<file path="src/rtl/lsu_bus_resp_wb.sv">
// Purpose: keeps outstanding LSQ bus-access metadata, formats in-order bus responses and writes them back.
// Latency: 1 cycle from an accepted bus response to a valid writeback on the output register.
// Backpressure: the output register holds until wb_arb_bus_rdy_i; while it is blocked no response is popped.
//
// Ports:
//   clk, rst                 clock, synchronous active-high reset
//   flush                    discards every outstanding request; their late responses are dropped
//   lsq_req_*                request side: ROB index, dest preg, load/store, size, sign, byte offset
//   bus_resp_*               in-order raw doubleword responses from the bus
//   bus_wb_arb_* / wb_arb_*  completion and PRF write toward the writeback arbiter

// Small in-order FIFO with occupancy count and synchronous clear.
// Latency: head data is visible combinationally; push/pop take effect on the next edge.
// Backpressure: none internally; the caller must not push when full or pop when empty.
module lsu_bus_resp_fifo #(
  parameter int W     = 8,
  parameter int DEPTH = 4,
  parameter int CW    = $clog2(DEPTH) + 1
) (
  input  logic          clk,
  input  logic          rst,
  input  logic          clr,
  input  logic          push,
  input  logic [W-1:0]  push_dat,
  input  logic          pop,
  output logic [W-1:0]  pop_dat,
  output logic [CW-1:0] cnt
);
  localparam int AW = $clog2(DEPTH);

  logic [W-1:0]  mem [DEPTH];
  logic [AW-1:0] wr_ptr;
  logic [AW-1:0] rd_ptr;

  always_ff @(posedge clk) begin
    if (push) mem[wr_ptr] <= push_dat;
  end

  always_ff @(posedge clk) begin
    if (rst || clr) begin
      wr_ptr <= '0;
      rd_ptr <= '0;
      cnt    <= '0;
    end else begin
      if (push) wr_ptr <= wr_ptr + AW'(1);
      if (pop)  rd_ptr <= rd_ptr + AW'(1);
      case ({push, pop})
        2'b10:   cnt <= cnt + CW'(1);
        2'b01:   cnt <= cnt - CW'(1);
        default: cnt <= cnt;
      endcase
    end
  end

  assign pop_dat = mem[rd_ptr];
endmodule

module lsu_bus_resp_wb #(
  parameter int XLEN               = 64,
  parameter int ROB_INDEX_WIDTH    = 6,
  parameter int PHY_REG_ADDR_WIDTH = 6,
  parameter int DEPTH              = 4
) (
  input  logic                          clk,
  input  logic                          rst,
  input  logic                          flush,
  input  logic                          lsq_req_vld_i,
  output logic                          lsq_req_rdy_o,
  input  logic [ROB_INDEX_WIDTH-1:0]    lsq_req_rob_index_i,
  input  logic [PHY_REG_ADDR_WIDTH-1:0] lsq_req_rd_addr_i,
  input  logic                          lsq_req_has_rd_i,
  input  logic [1:0]                    lsq_req_size_i,
  input  logic                          lsq_req_unsigned_i,
  input  logic [2:0]                    lsq_req_offset_i,
  input  logic                          bus_resp_vld_i,
  output logic                          bus_resp_rdy_o,
  input  logic [XLEN-1:0]               bus_resp_data_i,
  output logic                          bus_wb_arb_wb_vld_o,
  output logic [ROB_INDEX_WIDTH-1:0]    bus_wb_arb_wb_rob_index_o,
  output logic                          bus_wb_arb_prf_wb_vld_o,
  output logic [PHY_REG_ADDR_WIDTH-1:0] bus_wb_arb_prf_wb_rd_addr_o,
  output logic [XLEN-1:0]               bus_wb_arb_prf_wb_data_o,
  input  logic                          wb_arb_bus_rdy_i
);
  localparam int CW = $clog2(DEPTH) + 1;

  typedef struct packed {
    logic [ROB_INDEX_WIDTH-1:0]    rob_index;
    logic [PHY_REG_ADDR_WIDTH-1:0] rd_addr;
    logic                          has_rd;
    logic [1:0]                    size;
    logic                          uns;
    logic [2:0]                    offset;
  } meta_t;

  localparam int MW = $bits(meta_t);

  meta_t           req_meta;
  meta_t           head_meta;
  logic [CW-1:0]   cnt;
  logic [CW-1:0]   drop_cnt;
  logic [CW:0]     occ;
  logic            req_acc;
  logic            resp_acc;
  logic            pop;

  logic                          out_vld;
  logic                          out_has_rd;
  logic [ROB_INDEX_WIDTH-1:0]    out_rob_index;
  logic [PHY_REG_ADDR_WIDTH-1:0] out_rd_addr;
  logic [XLEN-1:0]               out_data;

  // Shift the addressed bytes down, then sign/zero extend from the access size.
  // Doubleword accesses bypass the shift; misaligned offsets are not trapped here.
  function automatic logic [XLEN-1:0] fmt_data(input meta_t m, input logic [XLEN-1:0] d);
    logic [XLEN-1:0] s;
    logic [XLEN-1:0] mask;
    logic            sbit;
    s    = d >> {m.offset, 3'b000};
    mask = '0;
    sbit = 1'b0;
    case (m.size)
      2'd0: begin mask = XLEN'({8{1'b1}});  sbit = s[7];  end
      2'd1: begin mask = XLEN'({16{1'b1}}); sbit = s[15]; end
      default: begin mask = XLEN'({32{1'b1}}); sbit = s[31]; end
    endcase
    if (!m.has_rd)           fmt_data = '0;
    else if (m.size == 2'd3) fmt_data = d;
    else                     fmt_data = (s & mask) | ({XLEN{~m.uns & sbit}} & ~mask);
  endfunction

  assign req_meta = '{rob_index: lsq_req_rob_index_i, rd_addr: lsq_req_rd_addr_i,
                      has_rd: lsq_req_has_rd_i, size: lsq_req_size_i,
                      uns: lsq_req_unsigned_i, offset: lsq_req_offset_i};

  // Slots still owed a response after a flush count against capacity, so a
  // new request never gets matched with a stale response.
  assign occ            = {1'b0, cnt} + {1'b0, drop_cnt};
  assign lsq_req_rdy_o  = ~flush & (occ < (CW+1)'(DEPTH));
  assign bus_resp_rdy_o = ~flush & ((drop_cnt != '0) |
                                    ((cnt != '0) & (~out_vld | wb_arb_bus_rdy_i)));

  assign req_acc  = lsq_req_vld_i & lsq_req_rdy_o;
  assign resp_acc = bus_resp_vld_i & bus_resp_rdy_o;
  assign pop      = resp_acc & (drop_cnt == '0);

  lsu_bus_resp_fifo #(.W(MW), .DEPTH(DEPTH), .CW(CW)) u_meta_fifo (
    .clk      (clk),
    .rst      (rst),
    .clr      (flush),
    .push     (req_acc),
    .push_dat (req_meta),
    .pop      (pop),
    .pop_dat  (head_meta),
    .cnt      (cnt)
  );

  always_ff @(posedge clk) begin
    if (rst)                              drop_cnt <= '0;
    else if (flush)                       drop_cnt <= drop_cnt + cnt;
    else if (resp_acc && drop_cnt != '0)  drop_cnt <= drop_cnt - CW'(1);
  end

  always_ff @(posedge clk) begin
    if (rst) begin
      out_vld       <= 1'b0;
      out_has_rd    <= 1'b0;
      out_rob_index <= '0;
      out_rd_addr   <= '0;
      out_data      <= '0;
    end else if (flush) begin
      out_vld <= 1'b0;
    end else if (pop) begin
      out_vld       <= 1'b1;
      out_has_rd    <= head_meta.has_rd;
      out_rob_index <= head_meta.rob_index;
      out_rd_addr   <= head_meta.rd_addr;
      out_data      <= fmt_data(head_meta, bus_resp_data_i);
    end else if (out_vld && wb_arb_bus_rdy_i) begin
      out_vld <= 1'b0;
    end
  end

  assign bus_wb_arb_wb_vld_o         = out_vld & ~flush;
  assign bus_wb_arb_wb_rob_index_o   = out_rob_index;
  assign bus_wb_arb_prf_wb_vld_o     = out_vld & out_has_rd & ~flush;
  assign bus_wb_arb_prf_wb_rd_addr_o = out_rd_addr;
  assign bus_wb_arb_prf_wb_data_o    = out_data;
endmodule

</file>
<file path="config.mk">
export PLATFORM = sky130hd
export DESIGN_NAME = lsu_bus_resp_wb
export DESIGN_NICKNAME = d
export VERILOG_FILES = /design/src/rtl/lsu_bus_resp_wb.sv
export SDC_FILE = /design/constraint.sdc
export NUM_CORES = 1
export LEC_CHECK = 0
export BUFFER_PORTS_ARGS = -buffer_cell sky130_fd_sc_hd__buf_2
export CORE_MARGIN = 10
export CORE_UTILIZATION = 55
export CTS_CLUSTER_SIZE = 28
export DETAILED_ROUTE_END_ITERATION = 6
export GPL_ROUTABILITY_DRIVEN = 0
export GPL_TIMING_DRIVEN = 0
export PLACE_DENSITY_LB_ADDON = 0.2
export RECOVER_POWER = 50
export SETUP_SLACK_MARGIN = 0.1
export SLEW_MARGIN = 20
export SYNTH_ARGS = -nofsm -noshare
export SYNTH_HDL_FRONTEND = slang
export SYNTH_HIERARCHICAL = 1
export SYNTH_SLANG_ARGS = --single-unit
</file>
<file path="constraint.sdc">
create_clock -name clk -period 3.9 [get_ports clk]
set_input_delay 0.585 -clock clk [delete_from_list [all_inputs] [get_ports clk]]
set_output_delay 0.585 -clock clk [all_outputs]
set_load 0.01 [all_outputs]
</file>
-- Word level (Yosys, flattened, before mapping)
Memories as Yosys holds them, arrays and structs flattened. A register that Yosys moved wholly into a read port is not among the register bits.
Cells that the tools add are included.
Widths: inputs -> output; s select.
- flip-flop bits (word level): 88
- bits in writable memories: 76
- bits of input ports: 89
- output and inout bits: 80
- word-level logic and storage cells: 73
- memories: 1
- memory list (memory ; depth ; bits a word ; read ports ; clocked after memory_dff ; wr ports ; line ; RTL):
    u_meta_fifo.mem ; 4 ; 19 ; 1 ; 1 ; 1 ; 31 ; logic [W-1:0] mem [DEPTH];
- $add $sub $neg: 7
- $lt $le $gt $ge: 1
- equality and inequality tests: 4
- shift-type cells: 1
- muxes and demuxes: 19
- bitwise logic cells: 19
- reductions and logical operators: 12
- operators by type and width (operator ; count):
    $mux 64 ; 5
    $and 64x64->64 ; 2
    $not 64->64 ; 1
    $or 64x64->64 ; 1
    $pmux 32 s2 ; 1
    $shr 64x6->64 ; 1
    $and 1x1->1 ; 10
    $mux 1 ; 7
    $mux 3 ; 2
    $pmux 3 s2 ; 1
    $reduce_bool 2->1 ; 3
    $reduce_bool 3->1 ; 2
    $sub 3x1->3 const B ; 2
    $add 2x1->2 const B ; 2
    $add 3x3->4 ; 1
    $eq 2x1->1 const B ; 2
    $eq 2x2->1 const B ; 2
    $lt 4x3->1 const B ; 1
    $mux 2 ; 2
    $add 3x1->3 const B ; 1
    $add 3x3->3 ; 1
    $logic_not 3->1 ; 1
    $not 1->1 ; 3
    $logic_and 1x1->1 ; 2
    6 further kinds ; 7

-- Longest topological paths before layout
Gate-level depths: netlist of run 1.
- depth in word-level cells: 15
- depth in mapped cells: 12
- gate-level depth less buffers: 10

-- Cells and area by module
Netlist of run 1, hierarchy kept.
- by module, submodules not included (module ; instances ; cells an instance ; area each (um2) ; sequential area each (um2)):
    lsu_bus_resp_wb ; 1 ; 575 ; 5017.3 ; 1621.6
    lsu_bus_resp_fifo ; 1 ; 141 ; 3204.3 ; 2462.4

-- Least setup slack after synthesis of run 1
No wires, ideal clock.
- path kind: input to register
- start point: in flush
- end point: reg u_meta_fifo.cnt[2]
- setup time: 0.070 ns
- arrival: 2.831 ns
- data required time: 3.830 ns
- setup slack: 0.999 ns
- stages: 9
- path buffers: 0
- cell sequence: or4_1 a31oi_1 and2_1 inv_1 ha_1 fa_1 xnor2_1 or3_1 a21oi_1
- elaborated cells on any way between the ends: 11
- those cells by class: eq/ne: 2; mux: 1; bitwise: 6; reduce/logical: 2
- RTL lines (item ; line ; RTL):
    start, declared ; 66 ; input logic flush,
    $not 1->1 (no line) (*) ; -- ;
    $and 1x1->1 (*) ; 139 ; assign lsq_req_rdy_o = ~flush & (occ < (CW+1)'(DEPTH));
    via lsq_req_rdy_o ; 68 ; output logic lsq_req_rdy_o,
    $and 1x1->1 (*) ; 143 ; assign req_acc = lsq_req_vld_i & lsq_req_rdy_o;
    via req_acc ; 103 ; logic req_acc;
    $eq 2x1->1 or $eq 2x2->1 (tied branches) ; 47 ; case ({push, pop})
    $pmux 3 s2 or $reduce_bool 2->1 (tied branches) ; -- ;
    end signal, assigned ; 48 ; 2'b10: cnt <= cnt + CW'(1);
    end signal, assigned ; 49 ; 2'b01: cnt <= cnt - CW'(1);
    end signal, assigned ; 50 ; default: cnt <= cnt;
    end, declared ; 27 ; output logic [CW-1:0] cnt
Mark *: on every way through the listed nets, which the timed path passes. The rest lies on a longest branch.
A chain may end at the register's enable or synchronous reset.

==> results of run 1 <==
## where the power goes
group / switching [mW] / internal (mW) / total [mW]
logic: 0.275 / 0.182 / 0.458
clock network: 0.698 / 0.951 / 1.65
registers: 0.0161 / 1.85 / 1.86
total: 0.990 / 2.98 / 3.97
## synthesized netlist by cell type, types with 3 or more instances
cell type / number / area, sq um
sky130_fd_sc_hd__a21oi_1: 62 / 310
sky130_fd_sc_hd__a221o_1: 7 / 70.1
sky130_fd_sc_hd__a22oi_1: 9 / 67.6
sky130_fd_sc_hd__a311o_1: 11 / 110
sky130_fd_sc_hd__and2_1: 9 / 56.3
sky130_fd_sc_hd__and3_1: 37 / 231
sky130_fd_sc_hd__buf_1: 3 / 11.3
sky130_fd_sc_hd__buf_2: 14 / 70.1
sky130_fd_sc_hd__buf_4: 6 / 45.0
sky130_fd_sc_hd__buf_6: 7 / 78.8
sky130_fd_sc_hd__clkbuf_1: 24 / 90.1
sky130_fd_sc_hd__dfxtp_1: 90 / 1800
sky130_fd_sc_hd__edfxtp_1: 76 / 2280
sky130_fd_sc_hd__ha_1: 8 / 100
sky130_fd_sc_hd__inv_1: 9 / 33.8
sky130_fd_sc_hd__mux2_2: 10 / 113
sky130_fd_sc_hd__mux2i_1: 54 / 541
sky130_fd_sc_hd__mux4_1: 9 / 236
sky130_fd_sc_hd__mux4_2: 21 / 473
sky130_fd_sc_hd__nand2_1: 80 / 300
sky130_fd_sc_hd__nand2b_1: 4 / 25.0
sky130_fd_sc_hd__nand3_1: 7 / 35.0
sky130_fd_sc_hd__nor2_1: 32 / 120
sky130_fd_sc_hd__nor2b_1: 4 / 25.0
sky130_fd_sc_hd__nor3_1: 3 / 15.0
sky130_fd_sc_hd__o211ai_1: 15 / 113
sky130_fd_sc_hd__o21ai_0: 25 / 125
sky130_fd_sc_hd__o21ai_2: 30 / 263
sky130_fd_sc_hd__o31ai_1: 8 / 60.1
sky130_fd_sc_hd__or3_1: 4 / 25.0
sky130_fd_sc_hd__xnor2_1: 4 / 35.0
## metal layers
layer,track usage,vias up,routed length (um)
met2,0.393,382,11900
met5,0,-,0
met4,0.109,0,931
met1,0.280,3277,9250
met3,0.0584,89,2420
li1,-,3076,-
## cell type report
cell class	instances	area (sq um)	share of cell area
tap	184	230	0.0236
sequential	166	4080	0.419
clock inverter	13	149	0.0153
timing repair buffer	168	719	0.0738
buffer	57	325	0.0334
clock buffer	19	433	0.0444
multi-input combinational	483	3770	0.387
inverter	10	37.5	0.00385
## placed cells by master, fill, tap and decap left out, types with 3 or more instances in the layout
cell type,count
sky130_fd_sc_hd__inv_1,9
sky130_fd_sc_hd__nor2_1,32
sky130_fd_sc_hd__nand2_1,80
sky130_fd_sc_hd__a21oi_1,62
sky130_fd_sc_hd__o21ai_2,30
sky130_fd_sc_hd__buf_2,85
sky130_fd_sc_hd__mux4_1,9
sky130_fd_sc_hd__nand2b_1,4
sky130_fd_sc_hd__clkbuf_1,124
sky130_fd_sc_hd__a221o_1,7
sky130_fd_sc_hd__o211ai_1,15
sky130_fd_sc_hd__nand3_1,7
sky130_fd_sc_hd__o21ai_0,25
sky130_fd_sc_hd__buf_4,6
sky130_fd_sc_hd__dfxtp_1,90
sky130_fd_sc_hd__or3_1,4
sky130_fd_sc_hd__and3_1,37
sky130_fd_sc_hd__a22oi_1,9
sky130_fd_sc_hd__mux2i_1,54
sky130_fd_sc_hd__a311o_1,11
sky130_fd_sc_hd__mux4_2,21
sky130_fd_sc_hd__o31ai_1,8
sky130_fd_sc_hd__nor2b_1,4
sky130_fd_sc_hd__ha_1,8
sky130_fd_sc_hd__buf_6,7
sky130_fd_sc_hd__nor3_1,3
sky130_fd_sc_hd__clkbuf_16,17
sky130_fd_sc_hd__xnor2_1,4
sky130_fd_sc_hd__mux2_2,10
sky130_fd_sc_hd__edfxtp_1,76
sky130_fd_sc_hd__clkinvlp_4,4
sky130_fd_sc_hd__clkinv_4,3
sky130_fd_sc_hd__and2_1,7
## stage by stage
stage / hold slack [ns] / utilization / area, sq um / setup slack (ns) / total power, mW
floorplan: 0.432 / - / 8220 / 0.999 / 2.18
CTS: 0.361 / 0.677 / 9870 / 0.645 / 3.98
detailed placement: 0.437 / 0.637 / 9290 / 0.657 / 2.35
global placement: 0.435 / 0.637 / 9290 / 0.776 / 2.33
global route: 0.418 / 0.669 / 9750 / 0.405 / 4.10
finish: 0.421 / 0.669 / 9750 / 0.574 / 3.97
## kinds of logic (layout without fill, tap and decap cells)
kind of cell / after synthesis / in the layout / share of synthesized area
AO/OA/AOI/OAI: 184 / 184 / 0.159
adder cells (fa/ha/maj): 10 / 10 / 0.0170
buffers and inverters: 67 / 267 / 0.0441
XOR/XNOR: 6 / 6 / 0.00639
multiplexers: 95 / 95 / 0.168
flip-flops: 166 / 166 / 0.497
AND/OR/NAND/NOR: 188 / 188 / 0.108
## flip-flops by register name, indices dropped and copies added (netlist names), named ones only
register,cells
u_meta_fifo/rd_ptr,2
bus_wb_arb_prf_wb_rd_addr_o,6
bus_wb_arb_prf_wb_data_o,64
out_has_rd,1
out_vld,1
drop_cnt,3
u_meta_fifo/mem,76
bus_wb_arb_wb_rob_index_o,6
u_meta_fifo/cnt,3
u_meta_fifo/wr_ptr,2
## worst paths after layout
kind	start	end	slack, ns	cells after the start
max	flip-flop	bus_wb_arb_prf_wb_data_o[51]$_SDFFE_PP0P_	0.57	10
min reg2reg	bus_wb_arb_wb_rob_index_o[0]$_SDFFE_PP0P_	bus_wb_arb_wb_rob_index_o[0]$_SDFFE_PP0P_	0.46	2
max reg2reg	flip-flop	bus_wb_arb_prf_wb_data_o[51]$_SDFFE_PP0P_	0.57	10
min	lsq_req_rd_addr_i[2]	u_meta_fifo/mem[0][9]$_DFFE_PP_	0.42	1
## worst reg2reg max path, delay by kind of cell, from the launching register on
| kind | cells | cell delay [ns] |
|---|---|---|
| buffers and inverters | 4 | 1.01 |
| flip-flops | 1 | 0.32 |
| AND/OR/NAND/NOR | 2 | 0.58 |
| multiplexers | 1 | 0.41 |
| AO/OA/AOI/OAI | 3 | 0.87 |
==> impl_metrics.csv, run 1 <==
group,metric,value,unit
run_status,status,"finished clean",
worst_setup_path,crit_slowest_cell,"sky130_fd_sc_hd__nor2_1",
global_routing,grt_max_degree,20,
drt,post_drt_via_cell_ratio,6.20,
yosys,synthesis.area,8220,sq um
cells_and_area,fin_cells,1100,
yosys,yosys_register_bits,166,
power_and_ir_drop,p_per_area,407,nW/um^2
timing,fmaxAchievable,301,MHz
die,io_pins,169,
power_and_ir_drop,irDropWorstVdd,0.320,mV
yosys,synth_warnings,6,
yosys,synth_cell_types,57,
drt,finalWirelength,24500,um
place,post-place-cells,1068,
drt,detailedRoute.firstPassIterationCount,5,
timing,setup-violations-final,0,
timing,rsz0062_at_grt,"false",
worst_setup_path,worst_path_class_setup,"flip-flop to flip-flop",
cts,clkSlewWorstSetupHoldPaths,0.07,ns
global_routing,grt_antenna_before_repair,0,
timing,tightest_slew,1.03,ns
global_routing,grt_overflow_total,0,
place,port_buffers,168,
die,fp-row-count,44,
die,die_h,142,um
cts,maximum_level_of_the_cts_h_tree,4,
timing,timing.final.crit_share,0.853,
die,placeableCoreArea,14600,sq um
yosys,synthArstFlopShare,0,
timing,timing.final.crit_period,3.33,ns
cells_and_area,drive_gt1_frac,0.221,
global_routing,grt_util_all_layers,0.236,
timing,max_slew_vio_count,0,
cells_and_area,fillCellCount,1163,
yosys,number_of_flops_mapped_to_enable_cells_by_yosys,76,
cts,tritoncts,"built",
worst_setup_path,timing.critical_path.from_type,"flip-flop",
cts,post_cts_hold_buffer_count,0,
drt,post-route-drc-count,0,
yosys,syn_nets,815,
die,start_util,0.564,
cells_and_area,num-nets-final,1002,
worst_setup_path,critical_path_arrival,3.62,ns
flow_run,maxCapViolCount,0,
global_routing,via_count_of_the_first_global_routing_pass,6976,
cells_and_area,total_inserted_antenna_cells,0,
cts,clock_insertion_delay_worst_skew,0.42,ns
drt,detailroute.via_count,6824,
cts,clk_path_buf_depth,2,
yosys,seq_area_frac_synth,0.497,
drt,routed_wire_length_per_instance,22.2,um
drt,detail_route.iter0.violations,607,
die,floorplan.die_area,20200,sq um
timing,timing.final.hold_violations,0,
worst_setup_path,timing.critical_path.required,4.19,ns
drt,antenna_violating_nets_remaining,0,
timing,fin_worst_skew,0.00877,ns
cts,cts_buf_count,17,
timing,slew-limit-headroom,0.313,
cts,cts_sinks,166,
worst_setup_path,timing.critical_path.fanout_max,10,
worst_setup_path,worst_path_dominant_cell_family,"buffers and inverters",
worst_setup_path,cp_slowest_stage_delay,0.49,ns
cts,clock-root-buffer,"sky130_fd_sc_hd__clkbuf_16",
die,die_w,142,um
worst_setup_path,cp.buffers_inverters,4,
timing,final.setup.tns,0,ns
cts,ctsResizeCount,0,
place,post_detailed_placement_half_perimeter_wirelength,18600,um
worst_setup_path,ordered_list_of_cells_on_the_worst_path,"buf_2 > buf_2 > mux4_2 > buf_6 > nor2_1 > a22o_1 > nor3_1 > o311ai_4 > buf_6 > o21ai_2",
global_routing,wire_length_of_the_first_global_routing_pass,37400,um
cts,postCtsSetupRepairBufs,0,
worst_setup_path,worstSetupEndpointType,"flip-flop",
yosys,dominantRegCellSynth,"sky130_fd_sc_hd__dfxtp_1",
power_and_ir_drop,total_leakage_power,3.78,nW
hold_path,holdCritPathClass,"input port to flip-flop",
cells_and_area,area_delta_synth_final,18.6,%
yosys,netlist_instances,716,
yosys,synthesis.area_per_instance,11.5,sq um
No activity file was read; power rests on OpenSTA's default activity.
==> inputs of run 2 (changes only) <==
Settings changed: CORE_UTILIZATION 55 to 57, CTS_BUF_LIST from default to sky130_fd_sc_hd__clkbuf_8.
==> impl_metrics.csv, run 2 (synthesized netlist as in run 1, its figures left out) <==
group,metric,value,unit
cts,clkSlewWorstSetupHoldPaths,0.09,ns
timing,timing.final.hold_violations,0,
global_routing,via_count_of_the_first_global_routing_pass,6941,
die,placeableCoreArea,14000,sq um
drt,routed_wire_length_per_instance,21.6,um
drt,detailroute.via_count,6824,
global_routing,globalRouteMet3Util,0.0707,
die,fp-row-count,43,
cts,postCtsSetupRepairBufs,0,
worst_setup_path,crit_end,"bus_wb_arb_prf_wb_data_o[32]$_SDFFE_PP0P_",
drt,detail_route.iter0.violations,513,
cts,cts_sinks,166,
worst_setup_path,cp.buffers_inverters,4,
worst_setup_path,critical_path_arrival,3.62,ns
worst_setup_path,worstSetupEndpointType,"flip-flop",
worst_setup_path,ff2ff_setup_slack,0.60,ns
place,dpl-instance-area,9290,sq um
worst_setup_path,ff2ff_path_depth,10,
hold_path,holdCritPathClass,"input port to flip-flop",
cts,maximum_level_of_the_cts_h_tree,4,
cells_and_area,drive_gt1_frac,0.221,
worst_setup_path,ordered_list_of_cells_on_the_worst_path,"buf_2 > buf_2 > mux4_2 > buf_6 > nor2_1 > a22o_1 > nor3_1 > o311ai_4 > buf_6 > o21ai_2",
global_routing,grt_overflow_total,0,
cts,tritoncts,"built",
drt,post_drt_via_cell_ratio,6.22,
timing,fin_worst_skew,0.0195,ns
global_routing,grtUsageMet2,0.387,
drt,antenna_violating_nets_remaining,0,
timing,final.setup.tns,0,ns
worst_setup_path,cp_slowest_stage_delay,0.51,ns
global_routing,grt_util_met1,0.274,
worst_setup_path,worst_path_dominant_cell_family,"buffers and inverters",
worst_setup_path,timing.critical_path.fanout_max,10,
global_routing,grt_util_all_layers,0.235,
timing,timing.final.crit_period,3.30,ns
cells_and_area,fin_cells,1097,
die,io_pins,169,
timing,setup-violations-final,0,
cts,ctsResizeCount,0,
global_routing,grt_antenna_before_repair,1,
timing,slew-limit-headroom,0.305,
worst_setup_path,worst_path_class_setup,"flip-flop to flip-flop",
die,start_util,0.588,
cells_and_area,fillCellCount,1096,
power_and_ir_drop,total_leakage_power,3.72,nW
power_and_ir_drop,irDropWorstVdd,0.283,mV
timing,fmaxAchievable,303,MHz
worst_setup_path,crit_slowest_cell,"sky130_fd_sc_hd__nor2_1",
place,post-place-cells,1064,
drt,detailedRoute.firstPassIterationCount,5,
cells_and_area,registers.top_by_ff_count,"u_meta_fifo/mem",
timing,tightest_slew,1.04,ns
place,post_detailed_placement_half_perimeter_wirelength,18300,um
drt,finalWirelength,23700,um
cells_and_area,finalInstanceArea,9590,sq um
cts,clk_path_buf_depth,2,
power_and_ir_drop,p_per_area,377,nW/um^2
global_routing,grt.busiest_layer,"met2",
worst_setup_path,rr_endpoint,"bus_wb_arb_prf_wb_data_o[32]$_SDFFE_PP0P_",
cts,cts_buf_count,17,
cells_and_area,layout.cells.most_common,"sky130_fd_sc_hd__clkbuf_1",
cts,clock-root-buffer,"sky130_fd_sc_hd__clkbuf_8",
cells_and_area,num-nets-final,1002,
timing,rsz0062_at_grt,"false",
worst_setup_path,timing.critical_path.from_type,"flip-flop",
cts,clock_insertion_delay_worst_skew,0.46,ns
die,die_h,140,um
run_status,status,"finished clean",
die,die_w,140,um
cells_and_area,number_of_flip_flops_under_the_largest_register_name,76,
die,floorplan.die_area,19600,sq um
cts,post_cts_hold_buffer_count,0,
cells_and_area,area_delta_synth_final,16.6,%
place,port_buffers,168,
timing,max_slew_vio_count,0,
global_routing,wire_length_of_the_first_global_routing_pass,36700,um
timing,timing.final.crit_share,0.847,
cells_and_area,layout.cells.most_common_list,"sky130_fd_sc_hd__clkbuf_1 (122), sky130_fd_sc_hd__dfxtp_1 (90), sky130_fd_sc_hd__buf_2 (85)",
worst_setup_path,timing.critical_path.required,4.22,ns
global_routing,grt_max_degree,20,
flow_run,maxCapViolCount,0,
drt,post-route-drc-count,0,
worst_setup_path,worst-path-stages,10,
run 2: worst register-to-register path, cell delays in order (launching register included):
cell	delay, ns
sky130_fd_sc_hd__dfxtp_1	0.31
sky130_fd_sc_hd__buf_2	0.25
sky130_fd_sc_hd__buf_2	0.32
sky130_fd_sc_hd__mux4_2	0.38
sky130_fd_sc_hd__buf_6	0.17
sky130_fd_sc_hd__nor2_1	0.51
sky130_fd_sc_hd__a22o_1	0.33
sky130_fd_sc_hd__nor3_1	0.10
sky130_fd_sc_hd__o311ai_4	0.50
sky130_fd_sc_hd__buf_6	0.24
sky130_fd_sc_hd__o21ai_2	0.07
run 2: report_power, final:
part	internal, mW	switching [mW]	total (mW)	leakage, nW
sequential	1.84	0.0150	1.86	1.41
clock	0.658	0.640	1.30	0.217
combinational	0.182	0.274	0.456	2.09
total	2.68	0.929	3.61	3.72
run 2: worst min path at each step:
| stage | start | endpoint | slack (ns) | depth (start not counted) |
|---|---|---|---|---|
| 2_1_floorplan | out_has_rd$_SDFFE_PP0P_ | out_has_rd$_SDFFE_PP0P_ | 0.43 | 2 |
| 3_3_place_gp | bus_wb_arb_prf_wb_data_o[4]$_SDFFE_PP0P_ | bus_wb_arb_prf_wb_data_o[4]$_SDFFE_PP0P_ | 0.43 | 2 |
| 3_5_place_dp | bus_wb_arb_wb_rob_index_o[2]$_SDFFE_PP0P_ | bus_wb_arb_wb_rob_index_o[2]$_SDFFE_PP0P_ | 0.45 | 2 |
| 4_1_cts | lsq_req_rob_index_i[1] | u_meta_fifo/mem[3][14]$_DFFE_PP_ | 0.31 | 1 |
| 5_1_grt | lsq_req_rob_index_i[1] | u_meta_fifo/mem[3][14]$_DFFE_PP_ | 0.37 | 1 |
| 6_report | lsq_req_rob_index_i[1] | u_meta_fifo/mem[3][14]$_DFFE_PP_ | 0.37 | 1 |
run 2: final cells by class:
cell class | instances | area (sq um) | share of cell area
tap | 180 | 225 | 0.0235
antenna | 1 | 2.50 | 0.000261
multi-input combinational | 483 | 3770 | 0.394
timing repair buffer | 168 | 719 | 0.0750
inverter | 10 | 37.5 | 0.00391
clock inverter | 14 | 173 | 0.0180
buffer | 57 | 325 | 0.0339
sequential | 166 | 4080 | 0.426
clock buffer | 18 | 248 | 0.0258
run 2: metrics by stage:
stage | hold WS (ns) | util | power (mW) | setup slack (ns)
4_1_cts | 0.310 | 0.694 | 3.62 | 0.650
6_report | 0.373 | 0.686 | 3.61 | 0.598
3_3_place_gp | 0.434 | 0.664 | 2.33 | 0.787
2_1_floorplan | 0.432 | - | 2.18 | 0.999
3_5_place_dp | 0.447 | 0.664 | 2.34 | 0.665
5_1_grt | 0.365 | 0.686 | 3.73 | 0.419
run 2: layer usage:
layer  up-vias  wire length (um)
li1       3089                 -
met1      3256              8890
met2       385             11500
met3        94              2320
met4         0              1040
met5         -                 0
